## src/rtl/nn_pkg.sv

```systemverilog
// Shared definitions for the single-neuron pipeline: float32 width,
// the +0.0 encoding, default vector size / counter width and the
// input sequencer state type.
package nn_pkg;

    localparam int                FP_W    = 32;
    localparam logic [FP_W-1:0]   FP_ZERO = 32'h0000_0000;

    // Defaults shared with the neuron stage.
    localparam int                NN_N    = 6;
    localparam int                NN_CW   = 3;

    typedef enum logic [1:0] {
        IDLE,
        STREAM,
        WAIT,
        DONE
    } seq_state_e;

endpackage

```

## src/rtl/nn_input_sequencer_if.sv

```systemverilog
// Bus between the input sequencer and its environment: host-side buffer
// writes and go/done handshake, plus the neuron-side xi/counter/start/eoc
// stream. The master modport is the sequencer's view.
interface nn_input_sequencer_if
    import nn_pkg::*;
#(
    parameter int CW = NN_CW
);

    // host side
    logic            wr_en;
    logic [CW-1:0]   wr_addr;
    logic [FP_W-1:0] wr_data;
    logic            go;
    logic            busy;
    logic            done;
    logic [FP_W-1:0] result;
    logic            err;

    // neuron side
    logic [FP_W-1:0] xi;
    logic [CW-1:0]   counter;
    logic            start;
    logic            eoc;
    logic [FP_W-1:0] neuron_out;

    modport master (
        input  wr_en, wr_addr, wr_data, go, eoc, neuron_out,
        output xi, counter, start, busy, done, result, err
    );

    modport slave (
        output wr_en, wr_addr, wr_data, go, eoc, neuron_out,
        input  xi, counter, start, busy, done, result, err
    );

endinterface

```

## src/rtl/nn_input_buf.sv

```systemverilog
// N x 32 input vector register file: synchronous clear, one write port,
// one combinational read port. Out-of-range read addresses return +0.0
// and out-of-range writes match no entry, so they are dropped.
module nn_input_buf
    import nn_pkg::*;
#(
    parameter int N  = NN_N,
    parameter int CW = NN_CW
) (
    input  logic            clk,
    input  logic            clr,
    input  logic            wr_en,
    input  logic [CW-1:0]   wr_addr,
    input  logic [FP_W-1:0] wr_data,
    input  logic [CW-1:0]   rd_addr,
    output logic [FP_W-1:0] rd_data
);

    logic [N-1:0][FP_W-1:0] entry_vec;

    genvar gi;
    generate
        for (gi = 0; gi < N; gi++) begin : gen_entry
            logic [FP_W-1:0] entry_reg;

            // Each entry clears together with the others and loads only
            // when its own index is written.
            always_ff @(posedge clk) begin
                if (clr) begin
                    entry_reg <= FP_ZERO;
                end else if (wr_en && (wr_addr == CW'(gi))) begin
                    entry_reg <= wr_data;
                end
            end

            assign entry_vec[gi] = entry_reg;
        end
    endgenerate

    // Index-compare read mux; anything past N-1 reads as +0.0.
    always_comb begin
        rd_data = FP_ZERO;
        for (int i = 0; i < N; i++) begin
            if (rd_addr == CW'(i)) begin
                rd_data = entry_vec[i];
            end
        end
    end

endmodule

```

## src/rtl/nn_input_sequencer.sv

```systemverilog
// Input sequencer for the single-neuron ReLU stage. Buffers one N-element
// float32 vector, streams it to the neuron on go (counter 0..N+1, +0.0 past
// the end), waits SETTLE cycles at counter=N+1 before trusting the sticky
// eoc, then captures the neuron output and pulses done.
// Optional watchdog on the WAIT state: define NN_SEQ_TIMEOUT_EN.
module nn_input_sequencer
    import nn_pkg::*;
#(
    parameter int N      = NN_N,
    parameter int CW     = NN_CW,
    parameter int SETTLE = 2
`ifdef NN_SEQ_TIMEOUT_EN
    ,
    parameter int TIMEOUT = 64
`endif
) (
    input  logic                 clk,
    input  logic                 rst_n,
    nn_input_sequencer_if.master bus
);

    localparam int            SW       = $clog2(SETTLE + 2);
    localparam logic [CW-1:0] LAST_CNT = CW'(N + 1);

    seq_state_e      state_reg, state_next;
    logic [CW-1:0]   cnt_reg, cnt_next;
    logic [SW-1:0]   settle_reg, settle_next;
    logic [FP_W-1:0] result_reg, result_next;
    logic [FP_W-1:0] buf_rd;
    logic            buf_wr;

`ifdef NN_SEQ_TIMEOUT_EN
    localparam int   WW = $clog2(TIMEOUT + 1);
    logic [WW-1:0]   wd_reg, wd_next;
    logic            err_reg, err_next;
`endif

    // The vector is only writable while idle; a write coinciding with go
    // still lands before the first read of the stream.
    assign buf_wr = bus.wr_en && (state_reg == IDLE) && (bus.wr_addr < CW'(N));

    nn_input_buf #(
        .N  (N),
        .CW (CW)
    ) u_buf (
        .clk     (clk),
        .clr     (!rst_n),
        .wr_en   (buf_wr),
        .wr_addr (bus.wr_addr),
        .wr_data (bus.wr_data),
        .rd_addr (cnt_reg),
        .rd_data (buf_rd)
    );

    // State and counter registers; reset aborts any run in progress.
    always_ff @(posedge clk) begin
        if (!rst_n) begin
            state_reg  <= IDLE;
            cnt_reg    <= '0;
            settle_reg <= '0;
            result_reg <= FP_ZERO;
`ifdef NN_SEQ_TIMEOUT_EN
            wd_reg     <= '0;
            err_reg    <= 1'b0;
`endif
        end else begin
            state_reg  <= state_next;
            cnt_reg    <= cnt_next;
            settle_reg <= settle_next;
            result_reg <= result_next;
`ifdef NN_SEQ_TIMEOUT_EN
            wd_reg     <= wd_next;
            err_reg    <= err_next;
`endif
        end
    end

    // Next-state logic. The result is captured on the edge into DONE so
    // it is already valid while done is high.
    always_comb begin
        state_next  = state_reg;
        cnt_next    = cnt_reg;
        settle_next = settle_reg;
        result_next = result_reg;
`ifdef NN_SEQ_TIMEOUT_EN
        wd_next     = wd_reg;
        err_next    = err_reg;
`endif
        case (state_reg)
            IDLE: begin
                if (bus.go) begin
                    state_next = STREAM;
                    cnt_next   = '0;
`ifdef NN_SEQ_TIMEOUT_EN
                    err_next   = 1'b0;
`endif
                end
            end
            STREAM: begin
                if (cnt_reg == LAST_CNT) begin
                    state_next  = WAIT;
                    settle_next = '0;
`ifdef NN_SEQ_TIMEOUT_EN
                    wd_next     = '0;
`endif
                end else begin
                    cnt_next = cnt_reg + CW'(1);
                end
            end
            WAIT: begin
                if (settle_reg < SW'(SETTLE)) begin
                    settle_next = settle_reg + SW'(1);
                end
                // eoc is sticky from the previous run, so it only counts
                // once the neuron has had SETTLE cycles at counter=N+1.
                if ((settle_reg == SW'(SETTLE)) && bus.eoc) begin
                    state_next  = DONE;
                    result_next = bus.neuron_out;
                end
`ifdef NN_SEQ_TIMEOUT_EN
                else if (wd_reg == WW'(TIMEOUT - 1)) begin
                    state_next  = DONE;
                    result_next = FP_ZERO;
                    err_next    = 1'b1;
                end else begin
                    wd_next = wd_reg + WW'(1);
                end
`endif
            end
            DONE: begin
                state_next = IDLE;
            end
            default: begin
                state_next = IDLE;
            end
        endcase
    end

    // Moore outputs decoded from the registered state.
    always_comb begin
        bus.start   = (state_reg == STREAM) || (state_reg == WAIT);
        bus.busy    = (state_reg != IDLE);
        bus.done    = (state_reg == DONE);
        bus.result  = result_reg;
        bus.counter = '0;
        bus.xi      = FP_ZERO;
        if (state_reg == STREAM) begin
            bus.counter = cnt_reg;
            bus.xi      = buf_rd;
        end else if (state_reg == WAIT) begin
            bus.counter = LAST_CNT;
        end
`ifdef NN_SEQ_TIMEOUT_EN
        bus.err = err_reg;
`else
        bus.err = 1'b0;
`endif
    end

endmodule

```

## src/flat_wrapper.sv

```systemverilog
// flat-port wrapper written by rule: the top's interface ports become plain ports
module nn_input_sequencer_flat import nn_pkg::*;
#(
    parameter int N      = NN_N,
    parameter int CW     = NN_CW,
    parameter int SETTLE = 2

)
  (clk, rst_n, bus_wr_en, bus_wr_addr, bus_wr_data, bus_go, bus_eoc, bus_neuron_out, bus_xi, bus_counter, bus_start, bus_busy, bus_done, bus_result, bus_err);
  nn_input_sequencer_if #(.CW(CW)) bus_i ();
  input  logic clk;
  input  logic rst_n;
  input wire logic [$bits(bus_i.wr_en)-1:0] bus_wr_en;
  input wire logic [$bits(bus_i.wr_addr)-1:0] bus_wr_addr;
  input wire logic [$bits(bus_i.wr_data)-1:0] bus_wr_data;
  input wire logic [$bits(bus_i.go)-1:0] bus_go;
  input wire logic [$bits(bus_i.eoc)-1:0] bus_eoc;
  input wire logic [$bits(bus_i.neuron_out)-1:0] bus_neuron_out;
  output wire logic [$bits(bus_i.xi)-1:0] bus_xi;
  output wire logic [$bits(bus_i.counter)-1:0] bus_counter;
  output wire logic [$bits(bus_i.start)-1:0] bus_start;
  output wire logic [$bits(bus_i.busy)-1:0] bus_busy;
  output wire logic [$bits(bus_i.done)-1:0] bus_done;
  output wire logic [$bits(bus_i.result)-1:0] bus_result;
  output wire logic [$bits(bus_i.err)-1:0] bus_err;
  assign bus_i.wr_en = bus_wr_en;
  assign bus_i.wr_addr = bus_wr_addr;
  assign bus_i.wr_data = bus_wr_data;
  assign bus_i.go = bus_go;
  assign bus_i.eoc = bus_eoc;
  assign bus_i.neuron_out = bus_neuron_out;
  assign bus_xi = bus_i.xi;
  assign bus_counter = bus_i.counter;
  assign bus_start = bus_i.start;
  assign bus_busy = bus_i.busy;
  assign bus_done = bus_i.done;
  assign bus_result = bus_i.result;
  assign bus_err = bus_i.err;
  nn_input_sequencer #(.N(N), .CW(CW), .SETTLE(SETTLE)) u_core (.clk(clk), .rst_n(rst_n), .bus(bus_i));
endmodule
```

## config.mk

```make
export PLATFORM = sky130hd
export DESIGN_NAME = nn_input_sequencer_flat
export DESIGN_NICKNAME = d
export VERILOG_FILES = /design/src/rtl/nn_pkg.sv /design/src/rtl/nn_input_sequencer_if.sv /design/src/rtl/nn_input_buf.sv /design/src/rtl/nn_input_sequencer.sv /design/src/flat_wrapper.sv
export SDC_FILE = /design/constraint.sdc
export NUM_CORES = 1
export LEC_CHECK = 0
export BUFFER_PORTS_ARGS = -buffer_cell sky130_fd_sc_hd__buf_4
export CORE_UTILIZATION = 43
export DETAILED_ROUTE_END_ITERATION = 8
export PLACE_DENSITY_LB_ADDON = 0.1
export REMOVE_ABC_BUFFERS = 1
export SKIP_CTS_REPAIR_TIMING = 1
export SLEW_MARGIN = 20
export SYNTH_ARGS = -nofsm -noshare
export SYNTH_HDL_FRONTEND = slang
export SYNTH_SLANG_ARGS = --single-unit
```

## constraint.sdc

```tcl
create_clock -name clk -period 3.3 [get_ports clk]
set_input_delay 0.99 -clock clk [delete_from_list [all_inputs] [get_ports clk]]
set_output_delay 0.99 -clock clk [all_outputs]
set_load 0.1 [all_outputs]
```

==> summary by stage, run 1 <==
Power
Overall power consumption after layout is estimated at between 7 and 8 mW. In this run the power density over the cells is roughly 570 nW/µm². The leakage power figure is a little under 5 nW. VDD sags by at most between 0.0007 and 0.0008 V.

Timing
The number of endpoints with negative hold slack in the final report is 0. The number of pins with negative max-slew slack in the final report is 0. Across all setup checks in the final design, the least slack found is -0.1150 ns.

For the final database, setup skew stands at 0.01409 ns. The minimum clock period is about 3.4 ns. Setup violations remaining at the end of the flow were counted as 25. The highest attainable clock frequency is between 200 and 300 MHz. Dividing the final minimum period by the clock period gives 103.5%. Setup repair after global routing could not meet its margin everywhere.

The transition time of the tightest slew-check pin is roughly 0.70 ns. The worst pin sits at a relative slew slack of between 50% and 60%.

Detailed routing
The DRC violation total after the first TritonRoute iteration is roughly 780. In this run the remaining antenna-violating nets after routing total 0. Using the TritonRoute via totals, the vias-per-cell ratio works out to 5.346.

The first detailed-routing pass ran for 5 iterations. The detailed-route DRC error count is 0. Summed over all layers, the routed wires come to 31220 µm. The total number of vias is between 10000 and 15000. The detail-routed net length per standard cell is between 15 and 20 µm.

GRT
The wire length of the first global-routing pass is ~50000 µm. The via count of the first global-routing pass is about 9300. The number of antenna violations at the first check in global routing came to 0. After global routing the overflow that remains totals 0. The largest net degree at the start of global routing is 76. Global routing used a little under a quarter of the available tracks across all layers.

Clocking
At the later pin of the worst-skew pair, clock insertion delay measures ~0.52 ns. The cell at the root of the clock tree is sky130_fd_sc_hd__clkbuf_16. The maximum number of buffers from clock root to sink is 3.

After clock tree synthesis, the clock-pin slew on the worst setup and hold paths is 0.06 ns. TritonCTS built the clock tree. The clock buffer count from CTS is 26. The deepest level of the CTS H-tree is 1. The clock drives 231 sinks.

Worst setup path
The peak fanout along the critical path is 6. The critical path is of the reg -> out type. STA classifies the critical path endpoint as an output port. The source of the critical timing path is u_core.cnt_reg[1]$_SDFFE_PN0P_. Data arrives at the worst endpoint at 2.43 ns. The reg-to-reg critical path startpoint is u_core.cnt_reg[2]$_SDFFE_PN0P_.

The data required time at the worst endpoint is between 2 and 2.5 ns. For the worst flop-to-flop path, the logic depth is 6. The worst setup path is launched from a flip-flop.

Synth
The distinct cell type count after synthesis is 38. The synthesized area divided by synthesized cell count is roughly 7.4 µm². The number of synthesized register bits is roughly 230.

By area the synthesized netlist is led by sky130_fd_sc_hd__dfxtp_1, sky130_fd_sc_hd__nand2_1, sky130_fd_sc_hd__a21boi_0. The largest total area in the synthesized netlist belongs to sky130_fd_sc_hd__dfxtp_1. In this run, synthesis inferred 0 flip-flops with an integrated enable. The main flop type after synthesis is sky130_fd_sc_hd__dfxtp_1.

In this run the cell area of the synthesized design comes to approximately 11000 µm². Yosys printed 0 warnings. The area share of the largest cell type after synthesis is 43.06%. The cell count after synthesis came out at around 1400. The sequential element share of the synthesized area is between 40% and 50%. The proportion of register bits with asynchronous set or reset after synthesis is 0%.

Layout
The final instance count without filler cells is approximately 1900. The number of flip-flops under the largest register name is between 150 and 200. The share of final-layout standard cells stronger than drive strength 1 is 17.62%. For this run, the post-layout net count is ~1600. The final non-filler cell area is 13490 µm². The repair_antennas step left the layout with diodes totalling 0.

The area overhead of the layout relative to synthesis is 25.64%.

Outcome
The final reports fail on negative setup slack. The flow ran to the end, but the final reports show violations.

Run
The tool flagged a number of max-cap violations equal to 0.

Die
The floorplan step set the die height to 160.0 µm. The die outline area is 25610 µm². The overall die width is approximately 160 µm.

The core area is about 24000 µm². The effective utilization at floorplan is 44.03%. The number of top-level pins is about 140. After floorplanning, the core was divided into 57 placement rows.

Place
After detailed placement, the design holds a cell count of about 1800. At the end of routability-driven placement, the weighted congestion stood at 0.7500. In this run the cell area measured after placement is roughly 12000 µm². Once detailed placement completed, the half-perimeter wirelength came to 18350 µm. Buffers placed on the I/O ports in this run total 141.

Min path
The path class of the tightest hold or removal check is reg -> reg. The instance count along the most critical hold path is 2. The startpoint of the most critical hold path is u_core.u_buf.gen_entry[0].entry_reg[20]$_SDFFE_PN0P_.
==> cells by family (layout without fill, tap and decap cells) <==
family                   count (synthesis)  count (layout)  synth area share [%]
AND/OR/NAND/NOR                        613             613                 22.98
multiplexers                             2               2                0.1864
other                                    1               1               0.03492
AO/OA/AOI/OAI                          424             424                 26.28
adder cells (fa/ha/maj)                 11              11                 1.281
buffers and inverters                  163             279                 6.174
flip-flops                             231             231                 43.06
==> layout by cell type (no fill, tap or decap), types with 3 or more instances in the layout <==
cell type                   synthesis  final
sky130_fd_sc_hd__nand2_1          451    451
sky130_fd_sc_hd__dfxtp_1          231    228
sky130_fd_sc_hd__buf_4              1    142
sky130_fd_sc_hd__a21boi_0         135    135
sky130_fd_sc_hd__o21ai_0          128    106
sky130_fd_sc_hd__nand3_1           68     67
sky130_fd_sc_hd__nor2_1            68     65
sky130_fd_sc_hd__inv_1             36     34
sky130_fd_sc_hd__buf_6              0     30
sky130_fd_sc_hd__a21o_1            29     29
sky130_fd_sc_hd__o211ai_1          29     29
sky130_fd_sc_hd__clkbuf_16          0     28
sky130_fd_sc_hd__a221oi_1          29     26
sky130_fd_sc_hd__a21boi_1          26     26
sky130_fd_sc_hd__o21ai_1            2     24
sky130_fd_sc_hd__a21oi_1           33     19
sky130_fd_sc_hd__a21oi_2            0     14
sky130_fd_sc_hd__buf_12             0     14
sky130_fd_sc_hd__buf_8              0     11
sky130_fd_sc_hd__ha_1              11      6
sky130_fd_sc_hd__clkbuf_8           0      6
sky130_fd_sc_hd__clkbuf_1          75      6
sky130_fd_sc_hd__and2_1             5      5
sky130_fd_sc_hd__nand2b_1           5      4
sky130_fd_sc_hd__ha_4               0      4
sky130_fd_sc_hd__clkinv_2           0      4
sky130_fd_sc_hd__nand3b_1           3      3
sky130_fd_sc_hd__o221a_2            3      3
sky130_fd_sc_hd__a221oi_2           0      3
sky130_fd_sc_hd__nor2b_1            3      3
sky130_fd_sc_hd__dfxtp_2            0      3
==> per-stage QoR <==
step	setup TNS, ns	hold WS, ns	worst slack [ns]	util (%)
after floorplan	-81.74	0.4319	-2.517	-
after CTS	-10.90	0.4534	-0.4572	53.19
after global placement	0	0.4396	0.1940	49.78
final	-0.7578	0.4532	-0.1150	55.32
after global routing	-4.501	0.4658	-0.2086	55.32
after detailed placement	0	0.4451	0.1036	49.78
==> synth_stat cells, types with 29 or more instances <==
library cell               number
sky130_fd_sc_hd__inv_1         36
sky130_fd_sc_hd__a21oi_1       33
sky130_fd_sc_hd__dfxtp_1      231
sky130_fd_sc_hd__a21o_1        29
sky130_fd_sc_hd__nand3_1       68
sky130_fd_sc_hd__a21boi_0     135
sky130_fd_sc_hd__buf_2         38
sky130_fd_sc_hd__o21ai_0      128
sky130_fd_sc_hd__o211ai_1      29
sky130_fd_sc_hd__nor2_1        68
sky130_fd_sc_hd__clkbuf_1      75
sky130_fd_sc_hd__nand2_1      451
sky130_fd_sc_hd__a221oi_1      29
==> power by group <==
group	switching, mW	leakage, nW	internal [mW]
registers	0.0587	1.87	2.89
clock network	1.13	0.413	1.69
logic	1.24	2.59	0.617
total	2.43	4.87	5.20
==> critical path, cell delays in order, from the launching register on <==
cell                       delay [ns]
sky130_fd_sc_hd__dfxtp_2         0.37
sky130_fd_sc_hd__ha_4            0.15
sky130_fd_sc_hd__ha_4            0.23
sky130_fd_sc_hd__buf_6           0.15
sky130_fd_sc_hd__buf_4           0.11
sky130_fd_sc_hd__nor2_1          0.03
sky130_fd_sc_hd__a221oi_1        0.26
sky130_fd_sc_hd__o21ai_0         0.14
sky130_fd_sc_hd__a21oi_1         0.20
sky130_fd_sc_hd__buf_6           0.26
==> layer usage <==
metal / up-vias / track usage, % / routed length [µm]
met3: 36 / 3.455 / 1861
li1: 5038 / - / -
met5: - / 0 / 0
met2: 270 / 38.68 / 14240
met4: 0 / 5.065 / 413
met1: 4734 / 32.67 / 14700
==> final timing paths <==
| check | to | slack [ns] |
|---|---|---|
| worst min-delay path | u_core.u_buf.gen_entry[0].entry_reg[20]$_SDFFE_PN0P_ | 0.45 |
| worst min register to register | u_core.u_buf.gen_entry[0].entry_reg[20]$_SDFFE_PN0P_ | 0.45 |
| worst max-delay path | bus_xi[20] | -0.12 |
| worst max register to register | u_core.settle_reg[0]$_SDFFE_PN0P_ | 0.94 |
==> layout make-up <==
type                       instances  area, µm²
clock inverter                     5      50.05
timing repair buffer             198       1874
clock buffer                      39      780.7
sequential                       231       4628
multi-input combinational       1051       5614
fill                            2385      10900
inverter                          37      141.4
tap                              324      405.4
(Power assumes the default switching activity.)
==> run 2: changes to the inputs <==
- REMOVE_ABC_BUFFERS: 1 -> default
- SKIP_CTS_REPAIR_TIMING: 1 -> default
==> summary by stage, run 2 (synthesis results as in run 1) <==
Place
The worst setup slack before clock tree synthesis is just under 0.1 ns. Input and output buffers added on the ports amount to around 140. Detailed placement ended at an HPWL of 20040 µm.

The last weighted congestion value of the routability-driven placer is 0.7776.

Outcome
The checks that failed: negative setup slack. The run finished, with violations left.

Detailed routing
After detailed routing, the number of remaining DRC violations is 0. The residual antenna-violating net count after detailed routing is 0. The wire length on met2 is roughly 15000 µm. The via count normalized by instance count is 5.387. Summed over all nets, wire length on met3 after detailed routing comes to 1413 µm. The detail-routed net length per standard cell is about 17 µm.

The total wirelength of the detailed-routed design is 32500 µm. Summing over every cut layer, the via total after detailed routing is just over 10000. After detailed routing, no signal wire sits above met4. The DRC violation total after the first TritonRoute iteration is 626.

The routed metal-1 wire length is around 15000 µm. Before antenna repair, the detailed router went through 5 iterations.

Worst setup path
Grouping stages by cell kind, the critical path spends the most delay in compound AO/OA/AOI/OAI gates. For this run, the slowest stage of the critical path takes 0.37 ns. The setup slack of the most critical reg-to-reg path is ~0.96 ns. The data required time at the worst endpoint is approximately 2.3 ns. The source of the critical timing path is u_core.cnt_reg[0]$_SDFFE_PN0P_.

At the worst endpoint, the arrival time is between 2 and 2.5 ns. The slowest library cell on the worst path is sky130_fd_sc_hd__dfxtp_4. The worst register-to-register path begins at u_core.state_reg[0]$_SDFFE_PN0P_. The signal on the critical path passes through ha_4 -> ha_4 -> buf_12 -> buf_16 -> a221oi_2 -> o21ai_2 -> a21oi_4 -> buf_12. STA classifies the critical path startpoint as a flip-flop.

In this run the critical register-to-register path is captured at u_core.u_buf.gen_entry[3].entry_reg[10]$_SDFFE_PN0P_. Of all nets on the critical path, the largest fanout is 8. The count of buffer and inverter cells on the critical path is 3. By startpoint and endpoint, the worst setup path is classified as reg -> out. The category of the worst setup path capture point is an output port. The worst register-to-register path has a depth of 7.

Timing
Timing would allow up to 297.7 MHz. The number of endpoints with negative hold slack in the final report was 0. The final-report setup violation count is 20. The largest clock skew in the final design is about 0.008 ns. The number of pins with negative max-slew slack in the final report is 0. Setup repair after global routing could not meet its margin everywhere.

The post-route clock period utilization is 101.8%. The worst pin sits at a relative slew slack of roughly 58%. For the pin with the worst max-slew slack, the measured transition is around 0.63 ns. In the post-route analysis, the smallest setup slack over all paths is -0.05927 ns. The worst path in the final design needs a cycle of roughly 3.4 ns, including I/O delays and setup.

Die
The die is between 150 and 200 µm tall. The core area is 24390 µm². The die outline area is 25610 µm². In this run the horizontal extent of the chip is 160.0 µm. The effective utilization at floorplan is between 40 and 50%. In this run the count of I/O pins placed on the die edge is about 140.

The floorplan has 57 rows.

Run
Max-cap violations in this run came to 0.

Min path
In this run the most critical hold path is launched from u_core.u_buf.gen_entry[1].entry_reg[7]$_SDFFE_PN0P_. The min-delay analysis places its worst path in the category reg -> reg. The instance count along the most critical hold path is 2. The worst hold endpoint is u_core.u_buf.gen_entry[1].entry_reg[7]$_SDFFE_PN0P_.

GRT
The number of antenna violations at the first check in global routing is 0. The wire length of the first global-routing pass is about 53000 µm. The overall routing resource usage is around a quarter. The via count of the first global-routing pass came to ~9700.

The largest net degree at the start of global routing is 85. The sum of overflow across all layers after global routing is 0.

Layout
Summing all multi-input logic gate instances after layout gives ~6300 µm². The count of inserted antenna diode cells is 0. The footprint of the flip-flops and latches is ~4600 µm². The net count of the finished layout is 1632. The number of filler instances in the final layout is about 2200. Relative to the synthesized area, the layout overhead comes to 34.06%. The library cells used most frequently in the layout, excluding fill and tap cells, are sky130_fd_sc_hd__nand2_1, sky130_fd_sc_hd__dfxtp_1, sky130_fd_sc_hd__buf_4. The final standard cell utilization of the core is about three fifths. Leaving out fill and tap cells, the most frequent cell in the layout is sky130_fd_sc_hd__nand2_1. Cells with a size suffix above 1 make up 22.63% of the layout. The number of flip-flops under the largest register name is between 150 and 200.

Clocking
The clock latency on the worst-skew pair is approximately 0.53 ns. The clock-pin transition on the worst setup and hold timing paths is about 0.06 ns. The root buffer cell chosen for the clock tree is sky130_fd_sc_hd__clkbuf_16. TritonCTS built the clock tree.

In this run the number of H-tree levels came out at 1. No sink is reached through more buffers than the 3 on the longest clock path. For this design, the sink count on the clock tree is around 230. The count of hold-fix buffers inserted at cts is 0.

The clock buffer count from CTS is 27.

Synth
When the netlist entered floorplanning its net count stood at approximately 1500.

Power
The worst-case IR drop observed on VDD is ~0.00062 V. The leakage power figure is 5.009 nW. Dividing total power by cell area gives a power density of ~540 nW/µm².
[run 2: changes by cell type in the layout (fill, tap and decap cells not counted), moves of 11 or more]
| cell | change |
|---|---|
| sky130_fd_sc_hd__buf_6 | -22 |
| sky130_fd_sc_hd__buf_12 | +30 |
| sky130_fd_sc_hd__a21oi_2 | -14 |
| sky130_fd_sc_hd__a221oi_2 | +18 |
| sky130_fd_sc_hd__o21ai_1 | -15 |
| sky130_fd_sc_hd__a21oi_1 | -16 |
| sky130_fd_sc_hd__buf_8 | -11 |
| sky130_fd_sc_hd__o21ai_2 | +22 |
| sky130_fd_sc_hd__a221oi_1 | -25 |
| sky130_fd_sc_hd__nor2_2 | +13 |
| sky130_fd_sc_hd__nor2_1 | -13 |
| sky130_fd_sc_hd__a21oi_4 | +30 |
[run 2: what timing repair did]
item | in CTS | in global routing
setup endpoints to repair | 32 | 32
gates cloned | 3 | 0
pin swaps | 46 | 13
setup buffers | 7 | 0
gates resized for setup | 191 | 45
[run 2: how the worst max path moves through the flow]
stage / to / slack, ns / depth (start not counted)
after floorplan: bus_counter[0] / -0.54 / 5
after global placement: bus_xi[21] / 0.16 / 8
after detailed placement: bus_xi[25] / 0.1 / 8
after CTS: bus_xi[8] / -0.06 / 8
after global routing: bus_xi[2] / -0.17 / 8
final: bus_xi[31] / -0.06 / 8
[run 2: layer usage]
metal  GRT usage (%)  up-vias
li1                -     5042
met1           36.09     4854
met2           41.72      237
met3           2.935       37
met4           5.368        0
met5               0        -
[run 2: final cells by class]
| type | instances | share of cell area [%] |
|---|---|---|
| Tap cell | 324 | 2.815 |
| Timing Repair Buffer | 201 | 14.93 |
| Clock inverter | 4 | 0.3389 |
| Multi-Input combinational cell | 1051 | 43.51 |
| Sequential cell | 231 | 32.18 |
| Clock buffer | 40 | 5.240 |
| Inverter | 37 | 0.9906 |
[run 2: per-stage QoR]
step | area, µm² | hold WS [ns] | TNS (ns) | power [mW] | instances
2_1_floorplan | 11060 | 0.4319 | -1.808 | 4.269 | 1445
3_3_place_gp | 12530 | 0.4397 | 0 | 4.819 | 1835
3_5_place_dp | 12530 | 0.4449 | 0 | 4.835 | 1835
4_1_cts | 14190 | 0.4529 | -0.9832 | 7.735 | 1888
5_1_grt | 14400 | 0.4699 | -3.206 | 8.047 | 1888
6_report | 14400 | 0.4515 | -0.5459 | 7.713 | 1888
[run 2: report_power, final]
| group | leakage [nW] | switching, mW | internal, mW |
|---|---|---|---|
| clock network | 0.393 | 1.14 | 1.64 |
| logic | 2.75 | 1.35 | 0.625 |
| registers | 1.87 | 0.0636 | 2.89 |
[run 2: worst register-to-register path, cell delays in order (launching register included)]
cell and delay, ns:
sky130_fd_sc_hd__dfxtp_1 0.34, sky130_fd_sc_hd__inv_1 0.09, sky130_fd_sc_hd__ha_1 0.36, sky130_fd_sc_hd__and3b_1 0.30, sky130_fd_sc_hd__nand3_2 0.52, sky130_fd_sc_hd__buf_12 0.41
sky130_fd_sc_hd__nand3_1 0.10, sky130_fd_sc_hd__o21ai_0 0.09
